===== config.mk =====
export PLATFORM = sky130hd
export DESIGN_NAME = spart_bus_ctrl
export DESIGN_NICKNAME = d
export VERILOG_FILES = /design/src/rtl/spart_pkg.sv /design/src/rtl/spart_baud_gen.sv /design/src/rtl/spart_bus_ctrl.sv
export SDC_FILE = /design/constraint.sdc
export NUM_CORES = 1
export LEC_CHECK = 0
export ABC_AREA = 1
export CORE_ASPECT_RATIO = 1.25
export CORE_MARGIN = 2
export CORE_UTILIZATION = 60
export CTS_CLUSTER_SIZE = 10
export DETAILED_ROUTE_END_ITERATION = 16
export DONT_BUFFER_PORTS = 1
export PLACE_DENSITY = 0.77
export SLEW_MARGIN = 20
export SYNTH_ARGS = -nofsm -noshare
export SYNTH_HDL_FRONTEND = slang
export SYNTH_SLANG_ARGS = --single-unit

===== constraint.sdc =====
create_clock -name clk -period 2.4 [get_ports clk]
set_input_delay 0.48 -clock clk [delete_from_list [all_inputs] [get_ports clk]]
set_output_delay 0.48 -clock clk [all_outputs]
set_load 0.005 [all_outputs]

===== src/rtl/spart_pkg.sv =====
// Shared SPART bus-controller definitions: register addresses,
// transmit sequencer states and status-register bit positions.
package spart_pkg;

    localparam logic [1:0] ADDR_DATA   = 2'b00;
    localparam logic [1:0] ADDR_STATUS = 2'b01;
    localparam logic [1:0] ADDR_DBL    = 2'b10;
    localparam logic [1:0] ADDR_DBH    = 2'b11;

    typedef enum logic [1:0] {
        IDLE = 2'd0,
        LOAD = 2'd1,
        BUSY = 2'd2
    } tx_state_t;

    localparam int STAT_RDA    = 0;
    localparam int STAT_TBR    = 1;
    localparam int STAT_RX_OVR = 2;
    localparam int STAT_TX_OVR = 3;

endpackage


===== src/rtl/spart_baud_gen.sv =====
// Baud tick generator: down counter that pulses baud_en at zero and
// reloads from the divisor; a zero divisor behaves as one.
module spart_baud_gen #(
    parameter int               DIV_W       = 16,
    parameter logic [DIV_W-1:0] DEFAULT_DIV = 16'd162
) (
    input  logic             clk,
    input  logic             rst,
    input  logic [DIV_W-1:0] divisor,
    input  logic             reload,
    output logic             baud_en
);

    logic [DIV_W-1:0] cnt;
    logic [DIV_W-1:0] div_eff;

    assign div_eff = (divisor == '0) ? DIV_W'(1) : divisor;
    assign baud_en = (cnt == '0);

    always_ff @(posedge clk or posedge rst) begin
        if (rst) begin
            cnt <= DEFAULT_DIV;
        end else if (reload || (cnt == '0)) begin
            cnt <= div_eff;
        end else begin
            cnt <= cnt - 1'b1;
        end
    end

endmodule


===== src/rtl/spart_bus_ctrl.sv =====
// SPART processor-side controller: bus decode, baud divisor, transmit
// load sequencing and receive buffering with overrun status.
module spart_bus_ctrl
    import spart_pkg::*;
#(
    parameter int               DIV_W       = 16,
    parameter logic [DIV_W-1:0] DEFAULT_DIV = 16'd162
) (
    input  logic       clk,
    input  logic       rst,
    input  logic       iocs,
    input  logic       iorw,
    input  logic [1:0] ioaddr,
    input  logic [7:0] bus_wdata,
    output logic [7:0] bus_rdata,
    output logic       bus_rdata_oe,
    output logic       rda,
    output logic       tbr,
    output logic       baud_en,
    output logic [7:0] tx_data,
    output logic       tx_load,
    input  logic       tx_done,
    input  logic [7:0] rx_data,
    input  logic       rx_valid
);

    logic             wr, rd;
    logic             wr_data, wr_dbl, wr_dbh, rd_data, rd_status;
    logic [DIV_W-1:0] divisor;
    logic             div_reload;
    logic [7:0]       rx_buf;
    logic             rx_ovr, tx_ovr;
    logic [7:0]       status;
    tx_state_t        state, next_state;

    assign wr        = iocs & ~iorw;
    assign rd        = iocs & iorw;
    assign wr_data   = wr && (ioaddr == ADDR_DATA);
    assign wr_dbl    = wr && (ioaddr == ADDR_DBL);
    assign wr_dbh    = wr && (ioaddr == ADDR_DBH);
    assign rd_data   = rd && (ioaddr == ADDR_DATA);
    assign rd_status = rd && (ioaddr == ADDR_STATUS);
    assign bus_rdata_oe = rd;

    // The counter picks up a new divisor one cycle after the write lands.
    always_ff @(posedge clk or posedge rst) begin
        if (rst) begin
            divisor    <= DEFAULT_DIV;
            div_reload <= 1'b0;
        end else begin
            if (wr_dbl) divisor[7:0]  <= bus_wdata;
            if (wr_dbh) divisor[15:8] <= bus_wdata;
            div_reload <= wr_dbl | wr_dbh;
        end
    end

    spart_baud_gen #(
        .DIV_W       (DIV_W),
        .DEFAULT_DIV (DEFAULT_DIV)
    ) u_baud_gen (
        .clk     (clk),
        .rst     (rst),
        .divisor (divisor),
        .reload  (div_reload),
        .baud_en (baud_en)
    );

    always_ff @(posedge clk or posedge rst) begin
        if (rst) state <= IDLE;
        else     state <= next_state;
    end

    always_comb begin
        next_state = state;
        tx_load    = 1'b0;
        tbr        = 1'b0;
        case (state)
            IDLE: begin
                tbr = 1'b1;
                if (wr_data) next_state = LOAD;
            end
            LOAD: begin
                tx_load    = 1'b1;
                next_state = BUSY;
            end
            BUSY: begin
                if (tx_done) next_state = IDLE;
            end
            default: next_state = IDLE;
        endcase
    end

    // Overrun flags are sticky; a set in the same cycle as a status read wins.
    always_ff @(posedge clk or posedge rst) begin
        if (rst) begin
            tx_data <= '0;
            tx_ovr  <= 1'b0;
            rx_buf  <= '0;
            rda     <= 1'b0;
            rx_ovr  <= 1'b0;
        end else begin
            if (wr_data && (state == IDLE)) tx_data <= bus_wdata;

            if (wr_data && (state != IDLE)) tx_ovr <= 1'b1;
            else if (rd_status)             tx_ovr <= 1'b0;

            if (rx_valid) rx_buf <= rx_data;

            if (rx_valid)     rda <= 1'b1;
            else if (rd_data) rda <= 1'b0;

            if (rx_valid && rda && !rd_data) rx_ovr <= 1'b1;
            else if (rd_status)              rx_ovr <= 1'b0;
        end
    end

    always_comb begin
        status              = '0;
        status[STAT_RDA]    = rda;
        status[STAT_TBR]    = tbr;
        status[STAT_RX_OVR] = rx_ovr;
        status[STAT_TX_OVR] = tx_ovr;
    end

    always_comb begin
        bus_rdata = '0;
        if (rd) begin
            case (ioaddr)
                ADDR_DATA:   bus_rdata = rx_buf;
                ADDR_STATUS: bus_rdata = status;
                ADDR_DBL:    bus_rdata = divisor[7:0];
                default:     bus_rdata = divisor[15:8];
            endcase
        end
    end

endmodule


==> metrics.md, run 1 <==
| Metric | Value |
|---|---|
| Critical Path Fanout Max | 6 |
| Synth Cell Area | ~2900 µm² |
| Layout Utilization | 65.1% |
| WP data arrival | 1730 ps |
| Final Hold Viols | 0 |
| Vias | 2293 |
| Initial antenna violation count | 0 |
| Initial Util | 62.1% |
| Status | finished, final reports clean |
| Hold WS | ~270 ps |
| Clock buffer depth | 2 |
| H-tree depth | 2 |
| Final WL | 5.79 mm |
| Commonest non-fill, non-tap cell in the layout | nand2_1 |
| Ports | 45 |
| Final Max Tran Viols | 0 |
| WS Path Type | register to output port |
| Setup TNS | 0 ps |
| Dpl cells | 437 |
| Hold Path Class | primary input to register |
| Leading post-synthesis cells by cell area | dfrtp_1 (41%), nand2_1 (20%), o21ai_2 (7.2%), inv_1 (6.4%), dfstp_2 (5.4%) |
| Met1 Routed Length | approximately 2.6 mm |
| Critical Path Start Type | register |
| Post-synthesis sequential area ratio | 46.3% |
| Leakage | about 1.6 nW |
| Core box area | roughly 4700 µm² |
| Yosys top cell by area | dfrtp_1 |
| Yosys warns | 0 |
| Period utilization | between 90 and 100% |
| Drt pass-1 iters | 4 |
| Initial drt markers | 75 |
| Clock-pin slew on the worst setup and hold paths | 90 ps |
| Antenna cells | 0 |
| Die Ht | between 80 and 90 µm |
| Highest clock rate | ~0.45 GHz |
| Synth cell types | 28 |
| Hpwl dp | about 4.5 mm |
| Share of cells above drive strength 1 | between 10% and 20% |
| Die area | between 5000 and 6000 µm² |
| CP endpoint kind | output port |
| Die width | 66.6 µm |
| Peak VDD IR | between 0.5 and 0.6 mV |
| First-pass GRT wire length | 10.1 mm |
| Tot GR Track Use | 23.9% |
| CTS root buf | clkbuf_8 |
| TritonCTS clock tree | yes |
| CTS buffer count | 5 |
| Most frequent cells in the layout | nand2_1 (156), inv_1 (49), dfrtp_1 (48) |
| WL met2 | 2.92 mm |
| Layout Cells excl Fill | 446 |
| Mapped Avg Cell Area | 7.69 µm² |
| # nets final | 410 |
| Num rows | 28 |
| R2r setup slk | 590 ps |
| Clock sinks | 54 |
| # port buffers | 0 |
| Syn nets | 407 |
| Worst EP required | approximately 1900 ps |
| Fin crit period | about 2200 ps |
| Wire per inst | 13.0 µm |
| Vias/cell | just over 5 |
| Max layer used | met4 |
| RSZ-0062 raised after global routing | false |
| Design area | a little over 3000 µm² |
| Slew of the pin with the lowest slew margin | between 400 and 500 ps |
| Clk Latency, worst-skew pair | roughly 300 ps |
| # DRC | 0 |
| Top-area cell type share of the netlist area | 40.9% |
| Setup violators final | 0 |
| Synthesized instance count | 382 |
| Met3 routed WL | roughly 160 µm |
| Placer congestion estimate | 0.975 |
| Antenna viol nets, final | 0 |
| Max Cap Viol | 0 |
| Worst Skew | roughly 5.2 ps |
| Vias in the first global route | 2250 |
| Overflow after GRT | 0 |
| Syn-to-layout area delta | 4.86% |
| Max-slew headroom | 72.6% |
| Seq cells post-synth | 54 |
| PD cells | 980 nW/µm² |
| Largest net degree at the start of global routing | 34 |
| Placed inst area | a little under 3000 µm² |
==> area by class of cell <==
class | count | area (µm²)
inverter | 55 | 206
fill | 424 | 1650
clock inverter | 2 | 37.5
sequential | 54 | 1360
timing repair buffer | 3 | 25.0
clock buffer | 6 | 72.6
multi-input combinational | 266 | 1300
tap | 60 | 75.1
==> worst paths after layout <==
kind,from,end,depth (start not counted)
worst max-delay path,u_baud_gen.cnt[0]$_DFF_PP0_,baud_en,6
worst min-delay path,rx_valid,rx_buf[1]$_DFFE_PP0P_,1
worst min register to register,rx_buf[4]$_DFFE_PP0P_,rx_buf[4]$_DFFE_PP0P_,2
max in group asynchronous,rst,divisor[7]$_DFFE_PP1P_,3
min in group asynchronous,rst,rx_buf[2]$_DFFE_PP0P_,2
worst max register to register,u_baud_gen.cnt[0]$_DFF_PP0_,u_baud_gen.cnt[12]$_DFF_PP0_,9
==> synth_stat cells, drive strengths merged <==
master   count
buf          6
o21a         1
o21bai       1
xor2         4
nor2        38
inv         54
clkinv       1
dfstp        6
xnor2        1
ha           1
o21ai       34
o22ai        3
dfrtp       48
o2111ai      4
nand3       15
nand2      161
nor3         2
clkbuf       1
o221ai       1
==> sequential cells by signal, summed over array words and instances, names as in the netlist <==
register	flops
u_baud_gen.cnt	16
rda	1
div_reload	1
rx_ovr	1
divisor	16
rx_buf	8
state	2
tx_data	8
tx_ovr	1
==> metal layers <==
metal  track usage, %  vias to the layer above
met3             3.12                       12
met4             7.35                        0
met1             30.3                     1055
met5                0                        -
li1                 -                     1184
met2             42.6                       42
==> worst max-delay path: stages (launching register included) <==
cell	delay [ps]
dfrtp_1	380
inv_1	100
ha_1	220
nand3_2	160
nor2_2	250
nand2_1	110
nor3_1	210
==> metrics by stage <==
stage / power, mW / worst slack [ps]
final: 3.02 / 190
after global routing: 3.26 / 57.5
after CTS: 3.04 / 168
after detailed placement: 2.43 / 521
after global placement: 2.39 / 599
after floorplan: 2.21 / 615
==> kinds of logic after synthesis <==
| family | synth area share [%] |
|---|---|
| xor+xnor | 1.49 |
| buf+inv | 9.33 |
| simple gates | 31.0 |
| fa+ha+maj | 0.426 |
| flops | 46.3 |
| compound gates | 11.5 |
==> what timing repair did <==
action / 4_1_cts / 5_1_grt
resized for setup: 0 / 0
setup endpoints to repair: 0 / 0
hold buffers: 1 / 0
hold endpoints to repair: 3 / 0
buffers inserted: 0 / 0
==> power by group <==
part | switching [mW] | total, mW | leakage [nW] | internal [mW]
combinational | 0.612 | 0.973 | 0.919 | 0.361
sequential | 0.245 | 1.44 | 0.660 | 1.20
clock | 0.291 | 0.603 | 0.0514 | 0.311
Note: power is estimated with default switching activity, not from simulation.
==> run 2, diff against run 1 <==
- GPL_TIMING_DRIVEN: default -> 0
- MAX_ROUTING_LAYER: default -> met4
==> run 2 against run 1 <==
Against the previous run: setup slack improved by 42 ps; sequential share of layout area decreased by 0.72 points; clock-buffer cell count down 1; clock skew rose by 2.4 ps; global-route usage is 1.6 points higher; critical path depth unchanged; critical endpoint unchanged; power shrank 2.2%; cell area grew 1.7%; die area is the same.
==> metrics.md, run 2 (synthesized netlist as in run 1, its figures left out) <==
| Metric | Value |
|---|---|
| Die Ht | 82.2 µm (unchanged) |
| Antenna cells | 0 (unchanged) |
| PD cells | 943 nW/µm² (-3.8%) |
| Slew of the pin with the lowest slew margin | 590 ps (+179 ps) |
| CTS buffer count | 5 (unchanged) |
| Vias | 2349 (+2.4%) |
| Highest clock rate | 0.461 GHz (+2.0%) |
| Setup TNS | 0 ps (unchanged) |
| Peak VDD IR | 0.498 mV (-14%) |
| Num rows | 28 (unchanged) |
| Die width | 66.6 µm (unchanged) |
| CP endpoint kind | output port |
| Antenna viol nets, final | 0 (unchanged) |
| Clock sinks | 54 (unchanged) |
| Leakage | 1.66 nW (+1.6%) |
| Most frequent cells in the layout | nand2_1 (156), inv_1 (49), dfrtp_1 (48) |
| Worst Skew | 7.64 ps (+2.40 ps) |
| Die area | 5470 µm² (unchanged) |
| Clock buffer depth | 2 (unchanged) |
| Placer congestion estimate | 0.964 (-1.2%) |
| Critical Path Fanout Max | 6 (unchanged) |
| Hpwl dp | 4.76 mm (+6.8%) |
| Final Hold Viols | 0 (unchanged) |
| Max Cap Viol | 0 (unchanged) |
| WP data arrival | 1690 ps (-40 ps) |
| Clk Latency, worst-skew pair | 310 ps (about the same) |
| Initial antenna violation count | 0 (unchanged) |
| Syn-to-layout area delta | 6.60% |
| Critical Path Start Type | register |
| Layout Cells excl Fill | 451 (+1.1%) |
| Drt pass-1 iters | 6 (+2) |
| Fin crit period | 2170 ps (-42.4 ps) |
| Top Registers | divisor x16, u_baud_gen.cnt x16 |
| CTS root buf | clkbuf_8 |
| Share of cells above drive strength 1 | 16.9% (+1.3 points) |
| # nets final | 415 (+1.2%) |
| R2r setup slk | 750 ps (+160 ps) |
| Ports | 45 (unchanged) |
| Dpl cells | 443 (+1.4%) |
| WS Path Type | register to output port |
| H-tree depth | 2 (unchanged) |
| RSZ-0062 raised after global routing | false |
| # DRC | 0 (unchanged) |
| Commonest non-fill, non-tap cell in the layout | nand2_1 |
| Tot GR Track Use | 25.5% (+1.6 points) |
| Initial Util | 62.1% (unchanged) |
| Hold WS | 112 ps (-159 ps) |
| Final WL | 5.92 mm (+2.1%) |
| Setup violators final | 0 (unchanged) |
| Vias/cell | 5.21 (+1.3%) |
| Period utilization | 90.3% (-1.8 points) |
| Clock-pin slew on the worst setup and hold paths | 90 ps (about the same) |
| Wire per inst | 13.1 µm (+1.0%) |
| Core box area | 4730 µm² (unchanged) |
| Status | finished, final reports clean |
| Max-slew headroom | 60.6% (-12 points) |
| # port buffers | 0 (unchanged) |
| Hold Path Class | primary input to async pin |
| Largest net degree at the start of global routing | 29 (-15%) |
| Overflow after GRT | 0 (unchanged) |
| Final Max Tran Viols | 0 (unchanged) |
| TritonCTS clock tree | yes |
| Worst EP required | 1920 ps (about the same) |
| Initial drt markers | 139 (+85%) |
| Vias in the first global route | 2305 (+2.4%) |
| First-pass GRT wire length | 10.4 mm (+3.0%) |
==> run 2: metal layers <==
metal / track usage, % / wire length (µm) / up-vias
met2: 45.9 / 3150 / 39
met4: 5.51 / 66 / 0
met1: 30.2 / 2550 / 1108
li1: - / - / 1195
met3: 4.07 / 151 / 7
met5: - / 0 / -
==> run 2: critical path, stage by stage, from the launching register on <==
cell and delay (ps):
dfrtp_1 390, inv_1 110, ha_1 210, nand3_2 170, nor2_4 200, nand2_1 90, nor3_1 210
==> run 2: worst paths after layout <==
kind / cells past startpoint / from / endpoint
worst min register to register: 2 / rx_buf[4]$_DFFE_PP0P_ / rx_buf[4]$_DFFE_PP0P_
worst max-delay path: 6 / u_baud_gen.cnt[0]$_DFF_PP0_ / baud_en
max in group asynchronous: 2 / rst / divisor[1]$_DFFE_PP1P_
min in group clk: 2 / rx_data[5] / rx_buf[5]$_DFFE_PP0P_
worst min-delay path: 1 / rst / rx_buf[1]$_DFFE_PP0P_
worst max register to register: 10 / u_baud_gen.cnt[0]$_DFF_PP0_ / u_baud_gen.cnt[6]$_DFF_PP0_
==> run 2: per-stage QoR <==
stage               instance area, µm²  util, %  power [mW]  setup slack, ps
floorplan                         2940        -        2.21              615
global placement                  3010     63.7        2.40              115
detailed placement                3030     64.1        2.45              487
CTS                               3130     66.1        2.96              135
global route                      3130     66.2        3.19             74.2
finish                            3130     66.2        2.95              232
==> run 2: area by class of cell <==
class,instances,area (µm²)
Multi-Input combinational cell,266,1310
Timing Repair Buffer,1,20.0
Buffer,7,67.6
Clock buffer,5,68.8
Clock inverter,3,25.0
Sequential cell,54,1360
Inverter,55,206
Fill cell,427,1600
Tap cell,60,75.1
==> run 2: report_power, final <==
group	switching (mW)	internal, mW
clock network	0.309	0.211
logic	0.620	0.371
registers	0.244	1.20
total	1.17	1.78
==> run 2: what timing repair did <==
| item | 4_1_cts | 5_1_grt |
|---|---|---|
| buffers inserted | 0 | 0 |
| resized for setup | 0 | 1 |
| hold buffers | 0 | 0 |
| endpoints found under the setup margin | 0 | 1 |
